### src/rtl/pipeline_debug_pkg.sv
// rtl/pipeline_debug_pkg.sv - run-control states, host command encodings and halt word
package pipeline_debug_pkg;

    typedef enum logic [2:0] {
        ST_HALTED = 3'd0,
        ST_RUN    = 3'd1,
        ST_STEP   = 3'd2,
        ST_DRAIN  = 3'd3,
        ST_DUMP   = 3'd4
    } seq_state_t;

    localparam logic [2:0] OP_RUN    = 3'd0;
    localparam logic [2:0] OP_STEP   = 3'd1;
    localparam logic [2:0] OP_HALT   = 3'd2;
    localparam logic [2:0] OP_DUMP   = 3'd3;
    localparam logic [2:0] OP_SET_BP = 3'd4;
    localparam logic [2:0] OP_CLR_BP = 3'd5;

    localparam logic [31:0] HALT_WORD_DEFAULT = 32'hFFFF_FFFF;

endpackage

### src/rtl/dump_skid_fifo.sv
// rtl/dump_skid_fifo.sv - small valid/ready FIFO absorbing in-flight debug reads under host backpressure
module dump_skid_fifo #(
    parameter int W     = 32,
    parameter int DEPTH = 2,
    parameter int CW    = $clog2(DEPTH + 1)
) (
    input  logic          clk,
    input  logic          reset_n,
    input  logic [W-1:0]  s_tdata,
    input  logic          s_tvalid,
    output logic          s_tready,
    output logic [W-1:0]  m_tdata,
    output logic          m_tvalid,
    input  logic          m_tready,
    output logic [CW-1:0] count
);
    localparam int AW = (DEPTH > 1) ? $clog2(DEPTH) : 1;

    logic [W-1:0]  mem [DEPTH];
    logic [AW-1:0] wr_ptr;
    logic [AW-1:0] rd_ptr;
    logic          push;
    logic          pop;

    assign s_tready = (count != CW'(DEPTH));
    assign m_tvalid = (count != '0);
    assign m_tdata  = mem[rd_ptr];
    assign push     = s_tvalid && s_tready;
    assign pop      = m_tvalid && m_tready;

    // Pointers wrap explicitly so DEPTH need not be a power of two.
    function automatic logic [AW-1:0] bump(input logic [AW-1:0] p);
        return (p == AW'(DEPTH - 1)) ? '0 : p + AW'(1);
    endfunction

    always_ff @(posedge clk or negedge reset_n) begin
        if (!reset_n) begin
            for (int i = 0; i < DEPTH; i++) mem[i] <= '0;
            wr_ptr <= '0;
            rd_ptr <= '0;
            count  <= '0;
        end else begin
            if (push) begin
                mem[wr_ptr] <= s_tdata;
                wr_ptr      <= bump(wr_ptr);
            end
            if (pop) rd_ptr <= bump(rd_ptr);
            case ({push, pop})
                2'b10:   count <= count + CW'(1);
                2'b01:   count <= count - CW'(1);
                default: ;
            endcase
        end
    end

endmodule

### src/rtl/pipeline_debug_sequencer.sv
// rtl/pipeline_debug_sequencer.sv - pipeline run control (run/step/halt/drain) and halted memory dump
module pipeline_debug_sequencer
    import pipeline_debug_pkg::*;
#(
    parameter int          DRAIN_CYCLES = 3,
    parameter int          MEM_LATENCY  = 1,
    parameter logic [31:0] HALT_WORD    = HALT_WORD_DEFAULT,
    parameter int          CNT_W        = 16
) (
    input  logic             clk,
    input  logic             reset_n,
    input  logic             cmd_valid,
    output logic             cmd_ready,
    input  logic [2:0]       cmd_op,
    input  logic [31:0]      cmd_arg,
    input  logic [CNT_W-1:0] cmd_len,
    input  logic [31:0]      pc_if,
    input  logic [31:0]      instruction_id,
    output logic             pipe_en,
    output logic             debugMode,
    output logic [31:0]      DebugAddress,
    input  logic [31:0]      dbg_rdata,
    output logic             dump_valid,
    input  logic             dump_ready,
    output logic [31:0]      dump_data,
    output logic             dump_last,
    output logic             halted,
    output logic [31:0]      cycle_count
);
    localparam int FIFO_DEPTH = MEM_LATENCY + 1;
    localparam int FC_W       = $clog2(FIFO_DEPTH + 1);
    localparam int OCC_W      = $clog2(2 * MEM_LATENCY + 2);

    seq_state_t             state, state_next;
    logic [CNT_W-1:0]       cnt, dump_len, issue_cnt, out_cnt;
    logic                   bp_en;
    logic [31:0]            bp_addr;
    logic                   cmd_fire, trigger, issue, rd_valid, fifo_s_ready, last_hs;
    logic [MEM_LATENCY-1:0] pend;
    logic [OCC_W-1:0]       inflight;
    logic [FC_W-1:0]        fifo_count;

    assign cmd_fire = cmd_valid && cmd_ready;
    assign trigger  = (state == ST_RUN) &&
                      ((cmd_fire && cmd_op == OP_HALT) || (bp_en && pc_if == bp_addr) ||
                       instruction_id == HALT_WORD);

    always_ff @(posedge clk or negedge reset_n) begin
        if (!reset_n) begin
            state   <= ST_HALTED;
            pipe_en <= 1'b0;
        end else begin
            state   <= state_next;
            pipe_en <= state_next inside {ST_RUN, ST_STEP, ST_DRAIN};
        end
    end

    always_comb begin
        state_next = state;
        case (state)
            ST_HALTED: if (cmd_fire) begin
                if (cmd_op == OP_RUN) state_next = ST_RUN;
                else if (cmd_op == OP_STEP) state_next = ST_STEP;
                else if (cmd_op == OP_DUMP && cmd_len != '0) state_next = ST_DUMP;
            end
            ST_RUN:             if (trigger) state_next = ST_DRAIN;
            ST_STEP, ST_DRAIN:  if (cnt <= CNT_W'(1)) state_next = ST_HALTED;
            ST_DUMP:            if (last_hs) state_next = ST_HALTED;
            default:            state_next = ST_HALTED;
        endcase
    end

    always_comb begin
        halted    = (state == ST_HALTED);
        debugMode = (state == ST_DUMP);
        case (state)
            ST_HALTED: cmd_ready = 1'b1;
            ST_RUN:    cmd_ready = cmd_op inside {OP_HALT, OP_SET_BP, OP_CLR_BP};
            default:   cmd_ready = 1'b0;
        endcase
    end

    // Reads in flight plus buffered words never exceed the FIFO depth, so backpressure loses nothing.
    always_comb begin
        inflight = '0;
        for (int i = 0; i < MEM_LATENCY; i++) inflight = inflight + OCC_W'(pend[i]);
    end

    assign issue    = (state == ST_DUMP) && (issue_cnt != dump_len) && fifo_s_ready &&
                      (inflight + OCC_W'(fifo_count) <= OCC_W'(MEM_LATENCY));
    assign rd_valid = pend[MEM_LATENCY-1];
    assign last_hs  = dump_valid && dump_ready && (out_cnt == dump_len - CNT_W'(1));
    assign dump_last = dump_valid && (out_cnt == dump_len - CNT_W'(1));

    always_ff @(posedge clk or negedge reset_n) begin
        if (!reset_n) begin
            cnt          <= '0;
            bp_en        <= 1'b0;
            bp_addr      <= '0;
            dump_len     <= '0;
            issue_cnt    <= '0;
            out_cnt      <= '0;
            DebugAddress <= '0;
            pend         <= '0;
            cycle_count  <= '0;
        end else begin
            if (state == ST_HALTED && cmd_fire && cmd_op == OP_STEP)
                cnt <= (cmd_arg[CNT_W-1:0] == '0) ? CNT_W'(1) : cmd_arg[CNT_W-1:0];
            else if (trigger)
                cnt <= CNT_W'(DRAIN_CYCLES);
            else if (state inside {ST_STEP, ST_DRAIN})
                cnt <= cnt - CNT_W'(1);

            if (cmd_fire && cmd_op == OP_SET_BP) begin
                bp_en   <= 1'b1;
                bp_addr <= cmd_arg;
            end else if (cmd_fire && cmd_op == OP_CLR_BP) begin
                bp_en   <= 1'b0;
            end

            if (state == ST_HALTED && cmd_fire && cmd_op == OP_DUMP && cmd_len != '0) begin
                dump_len     <= cmd_len;
                issue_cnt    <= '0;
                out_cnt      <= '0;
                DebugAddress <= cmd_arg;
            end else begin
                if (issue) begin
                    issue_cnt <= issue_cnt + CNT_W'(1);
                    // Stay on the final address read rather than stepping past the window.
                    if (issue_cnt != dump_len - CNT_W'(1)) DebugAddress <= DebugAddress + 32'd1;
                end
                if (dump_valid && dump_ready) out_cnt <= out_cnt + CNT_W'(1);
            end

            pend <= (pend << 1) | MEM_LATENCY'(issue);
            if (pipe_en) cycle_count <= cycle_count + 32'd1;
        end
    end

    dump_skid_fifo #(
        .W     (32),
        .DEPTH (FIFO_DEPTH),
        .CW    (FC_W)
    ) u_dump_fifo (
        .clk      (clk),
        .reset_n  (reset_n),
        .s_tdata  (dbg_rdata),
        .s_tvalid (rd_valid),
        .s_tready (fifo_s_ready),
        .m_tdata  (dump_data),
        .m_tvalid (dump_valid),
        .m_tready (dump_ready),
        .count    (fifo_count)
    );

endmodule

### config.mk
export PLATFORM = sky130hd
export DESIGN_NAME = pipeline_debug_sequencer
export DESIGN_NICKNAME = d
export VERILOG_FILES = /design/src/rtl/pipeline_debug_pkg.sv /design/src/rtl/dump_skid_fifo.sv /design/src/rtl/pipeline_debug_sequencer.sv
export SDC_FILE = /design/constraint.sdc
export NUM_CORES = 1
export LEC_CHECK = 0
export CAP_MARGIN = 10
export CORE_MARGIN = 4
export CORE_UTILIZATION = 50
export DETAILED_ROUTE_END_ITERATION = 7
export GPL_TIMING_DRIVEN = 0
export PLACE_DENSITY_LB_ADDON = 0.08
export SYNTH_ARGS = -nofsm -noshare
export SYNTH_HDL_FRONTEND = slang
export SYNTH_SLANG_ARGS = --single-unit
### constraint.sdc
create_clock -name clk -period 3.8 [get_ports clk]
set_clock_uncertainty 0.1 [all_clocks]
set_input_delay 0.57 -clock clk [delete_from_list [all_inputs] [get_ports clk]]
set_output_delay 0.57 -clock clk [all_outputs]
set_load 0.005 [all_outputs]
==> results of run 1 <==
## synth_stat cells (3+ instances only)
cell type	n	share of area (%)
dfrtp_1	234	47
nor2_1	83	2.5
o21a_1	7	0.42
or2_2	3	0.15
nor4_1	29	1.4
ha_1	8	0.80
xor2_1	74	5.2
buf_1	9	0.27
a221oi_1	15	1.0
or3_1	8	0.40
a21oi_1	22	0.88
nor2b_1	6	0.30
a31oi_1	13	0.65
mux2_2	134	12
o221a_2	13	1.2
buf_6	3	0.27
buf_2	8	0.32
nand2b_1	7	0.35
and4_1	9	0.63
nor3_1	34	1.4
nand3_1	43	1.7
and2_1	7	0.35
o2bb2ai_1	5	0.35
a211oi_1	6	0.36
nand4_1	43	2.1
clkbuf_1	36	1.1
a32o_1	6	0.48
xnor2_1	66	4.6
o21ai_0	17	0.68
a41oi_1	3	0.21
mux2i_1	16	1.3
o31ai_1	5	0.30
a31o_2	6	0.42
inv_1	29	0.87
and3_1	24	1.2
nand2_1	113	3.4
or4_1	3	0.18
## logic make-up after synthesis
kind of cell	count (synthesis)	share of synthesized area (%)
DFF	234	46.7
adders and majority gates	8	0.797
xor gates and xnor gates	141	9.96
buffers and inverters	87	2.89
and+or+nand+nor	424	17.0
AOI/OAI and AO/OA	147	9.38
muxes	150	13.3
## worst max-delay path, cell delays in order
cell	delay, ns
clkdlybuf4s50_1	0.43
nor4_1	0.57
nand4_1	0.33
a31o_2	0.33
a21boi_1	0.54
or2_2	0.22
clkbuf_1	0.32
clkbuf_1	0.46
a221oi_1	0.15
## power by group through the flow
| stage | clock network, mW | logic, mW | registers (mW) |
|---|---|---|---|
| 5_1_grt | 2.78 | 1.05 | 2.63 |
| 3_5_place_dp | 0 | 0.966 | 2.66 |
| 3_3_place_gp | 0 | 0.954 | 2.66 |
| 4_1_cts | 2.65 | 0.975 | 2.62 |
| 2_1_floorplan | 0 | 0.425 | 2.65 |
| 6_report | 2.60 | 0.960 | 2.62 |
## area by class of cell
class	count	area (um^2)
Fill cell	1929	8030
Multi-Input combinational cell	870	6390
Sequential cell	234	5860
Timing Repair Buffer	259	2590
Clock buffer	38	747
Tap cell	324	405
Buffer	57	254
Clock inverter	10	139
Inverter	30	113
## registers in the layout, indices dropped and copies added, names as in the netlist
signal              flops
state                   3
u_dump_fifo.mem        64
out_cnt                16
cycle_count            32
DebugAddress           32
pipe_en                 1
u_dump_fifo.wr_ptr      1
issue_cnt              16
dump_len               16
u_dump_fifo.rd_ptr      1
bp_en                   1
u_dump_fifo.count       2
bp_addr                32
pend                    1
cnt                    16
## per-stage QoR
step	cell area, um^2	instances	worst slack [ns]	hold slack (ns)	util (%)
after floorplan	12600	1191	0.769	0.174	-
after global placement	15500	1767	-8.04	0.356	63.1
after detailed placement	15500	1768	-0.337	0.360	63.2
after CTS	16500	1819	0.0275	0.0444	67.1
after global routing	16500	1822	0.00839	0.0721	67.3
final	16500	1822	0.152	-0.0120	67.3
## what timing repair did
item / CTS / global route
gates resized for setup: 12 / 5
setup endpoints to repair: 1 / 1
buffers inserted: 3 / 3
pin swaps: 2 / 4
## routing by layer
layer  global-route usage, %  routed length (um)  up-vias
met2                    42.5               17300      364
li1                        -                   -     4904
met1                    34.4               15300     5072
met5                       0                   8        -
met3                    3.44                2070       72
met4                    7.08                1040        2
## path summary, 6_finish.rpt
path	slack, ns	startpoint	cells after the start	end
max in group asynchronous	2.54	reset_n	2	cnt[6]
min in group clk	0.38	cycle_count[31]	1	cycle_count[31]
worst min-delay path	-0.01	reset_n	1	issue_cnt[8]
worst max-delay path	0.15	cmd_len[10]	9	cnt[6]
worst min register to register	0.38	cycle_count[31]	1	cycle_count[31]
worst max register to register	0.33	dump_len[0]	11	DebugAddress[16]
==> results.yml, run 1 <==
status:
  status: "finished with violations"
  failed_checks: "hold timing"
route:
  routed-via-count: 10400
  dr.pass1.iters: 5
  route.antenna.remaining_nets: 0
  dr.first_iter.drc_count: 746
  wirelength_mm: 35.7
  detail_route.vias_per_cell: 5.72
  wl_per_cell_um: 19.6
  drc_errors: 0
synth:
  seq_area_frac_synth_pct: 46.7
  synth_cell_types: 72
  async_reset_ff_share_pct: 100
  synth_area_um2: 12600
  synth_area_per_cell_um2: 10.5
  ys_warn_count: 0
  synthFlopType: "dfrtp_1"
  yosys_register_bits: 234
  syn_inst: 1191
  synth_edf_count: 0
  synth.net_count: 1350
cts:
  numCtsBuffers: 27
  clockBufferDepth: 3
  cts_root_buf: "clkbuf_16"
  cts_tree: "yes"
  clk_latency_ns: 0.53
  clk_transition_reported_paths_ns: 0.06
  cts-hold-fix-buffers: 0
  htree_levels: 1
  cts_sinks: 234
pwr:
  internal_power_mw: 4.69
  peakVddDrop_uv: 300
  p_sw_share_pct: 24.1
  fin_total_pwr_mw: 6.18
  seqPwrFrac_pct: 42.4
  pwr-share-clk_pct: 42.1
  pwr-share-comb_pct: 15.5
  power-per-cell-area_nw_per_um2: 375
  p_switching_mw: 1.49
  p_leak_nw: 7.07
global_route:
  grt_remaining_overflow: 0
  antenna_found_initial: 1
  grt_start_max_net_pins: 124
  grt_use_total_pct: 25.2
  grt_pass1_wl_mm: 57.5
  grt_pass1_vias: 10700
die:
  die_w_um: 166
  die_area_um2: 27700
  start_util_pct: 51.2
  pin_count: 253
  fp.dieH_um: 166
  rows: 57
  placeableCoreArea_um2: 24500
cells_and_area:
  syn_to_final_growth_pct: 31.5
  drive_above_1_share_pct: 15.7
  diodes: 0
  fin_nets: 1638
  final_cell_mix: "clkdlybuf4s50_1, dfrtp_1, mux2_2"
  layout_commonest_cell: "clkdlybuf4s50_1"
timing:
  period_needed_ns: 3.65
  hold_violations: 13
  setup_viol: 0
  maxSlewViolCount: 0
  relSlewSlack_pct: 26.0
  fin_tns_setup_ns: 0
  rsz0062_at_grt: "no"
  hold_slack_ns: -0.0120
  worst-slew-pin-transition_ns: 1.10
  layout_worst_path_cycle_share_pct: 96.0
  fmax_mhz: 274
worst_setup_path:
  cp-end-kind: "flip-flop"
  required_ns: 4.07
  startpoint_type: "primary input"
  path_max_fanout: 10
  crit_arrival_ns: 3.92
  path_class: "in2reg"
placed_design:
  io_buffers: 252
  dp_hpwl_mm: 26.2
  gp_congestion: 0.889
run:
  cap_violations: 0
min_path:
  min-delay-path-class: "in2async"
Power figures use the tool's default switching activity.
==> run 2, diff against run 1 <==
--- a/config.mk
+++ b/config.mk
@@ -7,10 +7,11 @@
 export LEC_CHECK = 0
 export CAP_MARGIN = 10
 export CORE_MARGIN = 4
-export CORE_UTILIZATION = 50
+export CORE_UTILIZATION = 41
 export DETAILED_ROUTE_END_ITERATION = 7
 export GPL_TIMING_DRIVEN = 0
 export PLACE_DENSITY_LB_ADDON = 0.08
+export SKIP_CTS_REPAIR_TIMING = 1
 export SYNTH_ARGS = -nofsm -noshare
 export SYNTH_HDL_FRONTEND = slang
 export SYNTH_SLANG_ARGS = --single-unit
==> run 2 against run 1 <==
Effect of this change:
- the flow now finishes without violations
- sequential share of layout area is 0.39 points lower
- via count is 0.96% lower
- utilization down 12 points
- clock power is essentially flat
==> results.yml, run 2 (synthesized netlist as in run 1, its figures left out) <==
timing:
  hold_slack_ns: 0.366
  setup_viol: 0
  relSlewSlack_pct: 26.5
  layout_worst_path_cycle_share_pct: 97.4
  maxSlewViolCount: 0
  fmax_mhz: 270
  timing.final.ws_setup_ns: 0.0999
  worst-slew-pin-transition_ns: 1.09
  hold_violations: 0
  fin_tns_setup_ns: 0
  period_needed_ns: 3.70
  rsz0062_at_grt: "no"
die:
  fp.dieH_um: 183
  start_util_pct: 41.9
  pin_count: 253
  rows: 63
  placeableCoreArea_um2: 30000
  die_w_um: 183
  die_area_um2: 33500
cts:
  clk_transition_reported_paths_ns: 0.06
  cts_tree: "yes"
  htree_levels: 1
  clockBufferDepth: 3
  cts_sinks: 234
  clk_latency_ns: 0.55
  cts_root_buf: "clkbuf_16"
  numCtsBuffers: 27
cells_and_area:
  diodes: 0
  design_area_um2: 16700
  syn_to_final_growth_pct: 32.9
  final_cell_mix: "clkdlybuf4s50_1, dfrtp_1, mux2_2"
  largest_register_ffs: 64
  regMostFlops: "u_dump_fifo.mem"
  layout_commonest_cell: "clkdlybuf4s50_1"
  fill_cells: 2639
  multi_input_area_um2: 6430
  seq_area_um2: 5860
  drive_above_1_share_pct: 16.4
  final_core_util_pct: 55.7
  fin_nets: 1641
  instances_no_fill: 1890
pwr:
  power-per-cell-area_nw_per_um2: 373
  pwr-share-comb_pct: 15.7
  p_switching_mw: 1.52
  internal_power_mw: 4.70
  fin_total_pwr_mw: 6.23
  pwr-share-clk_pct: 42.2
  peakVddDrop_uv: 342
  seqPwrFrac_pct: 42.1
  p_leak_nw: 7.10
  p_sw_share_pct: 24.5
route:
  dr.pass1.iters: 5
  dr.first_iter.drc_count: 632
  wl_per_cell_um: 19.7
  drc_errors: 0
  route.antenna.remaining_nets: 0
  wirelength_mm: 37.2
  routed-via-count: 10300
  detail_route.vias_per_cell: 5.46
min_path:
  min-delay-path-class: "reg2reg"
global_route:
  grt_pass1_vias: 10300
  antenna_found_initial: 1
  grt_use_total_pct: 21.6
  grt_start_max_net_pins: 86
  grt_pass1_wl_mm: 58.6
  grt_remaining_overflow: 0
worst_setup_path:
  required_ns: 3.13
  startpoint_type: "flip-flop"
  crit_arrival_ns: 3.03
  cp-end-kind: "output port"
  path_max_fanout: 5
  path_class: "reg2out"
placed_design:
  dpl-instance-area_um2: 15600
  dp_hpwl_mm: 27.6
  io_buffers: 252
  dpl.cell_count: 1835
  gp_congestion: 0.842
  pre_cts_ws_ns: -0.431
status:
  status: "finished, final reports clean"
run:
  cap_violations: 0
run 2: changes by cell type in the layout (fill, tap and decap cells not counted), sizes merged:
cell / delta
dlygate4sd3: +1
buf: +2
clkinv: -3
bufinv: -2
clkbuf: +4
run 2: final timing paths:
kind / startpoint / to / slack, ns / cells past startpoint
setup reg to reg: state[1] / issue_cnt[7] / 0.33 / 9
min in group asynchronous: reset_n / issue_cnt[10] / 0.51 / 2
hold / removal: cycle_count[31] / cycle_count[31] / 0.37 / 1
setup / recovery: dump_len[0] / dump_last / 0.1 / 10
max in group asynchronous: reset_n / u_dump_fifo.mem[1] / 2.25 / 3
hold reg to reg: cycle_count[31] / cycle_count[31] / 0.37 / 1
run 2: area by class of cell:
class	instances	area share, %
plain buffers	57	1.52
clock buffers	42	5.05
clock inverters	5	0.338
inverters	30	0.675
multi-input cells	870	38.6
flip-flops and latches	234	35.1
well taps	390	2.93
repair buffers	262	15.8
run 2: per-layer routing:
metal | GRT usage (%) | wire, um
met1 | 30.7 | 16800
met2 | 34.8 | 17700
met3 | 3.27 | 1800
met4 | 5.57 | 929
met5 | 0 | 13
run 2: power by group through the flow:
stage | Clock [mW] | Combinational, mW | Sequential, mW
2_1_floorplan | 0 | 0.425 | 2.65
3_3_place_gp | 0 | 0.966 | 2.67
3_5_place_dp | 0 | 0.978 | 2.66
4_1_cts | 2.71 | 0.985 | 2.62
5_1_grt | 2.80 | 1.06 | 2.63
6_report | 2.63 | 0.976 | 2.62
run 2: critical path, cell delays in order, from the launching register on:
cell       delay (ns)
dfrtp_2          0.42
inv_2            0.08
ha_4             0.12
buf_6            0.10
or3b_4           0.42
nor3_4           0.24
xor3_1           0.39
a2111oi_4        0.22
o2111ai_2        0.21
nor2b_1          0.16
buf_2            0.12
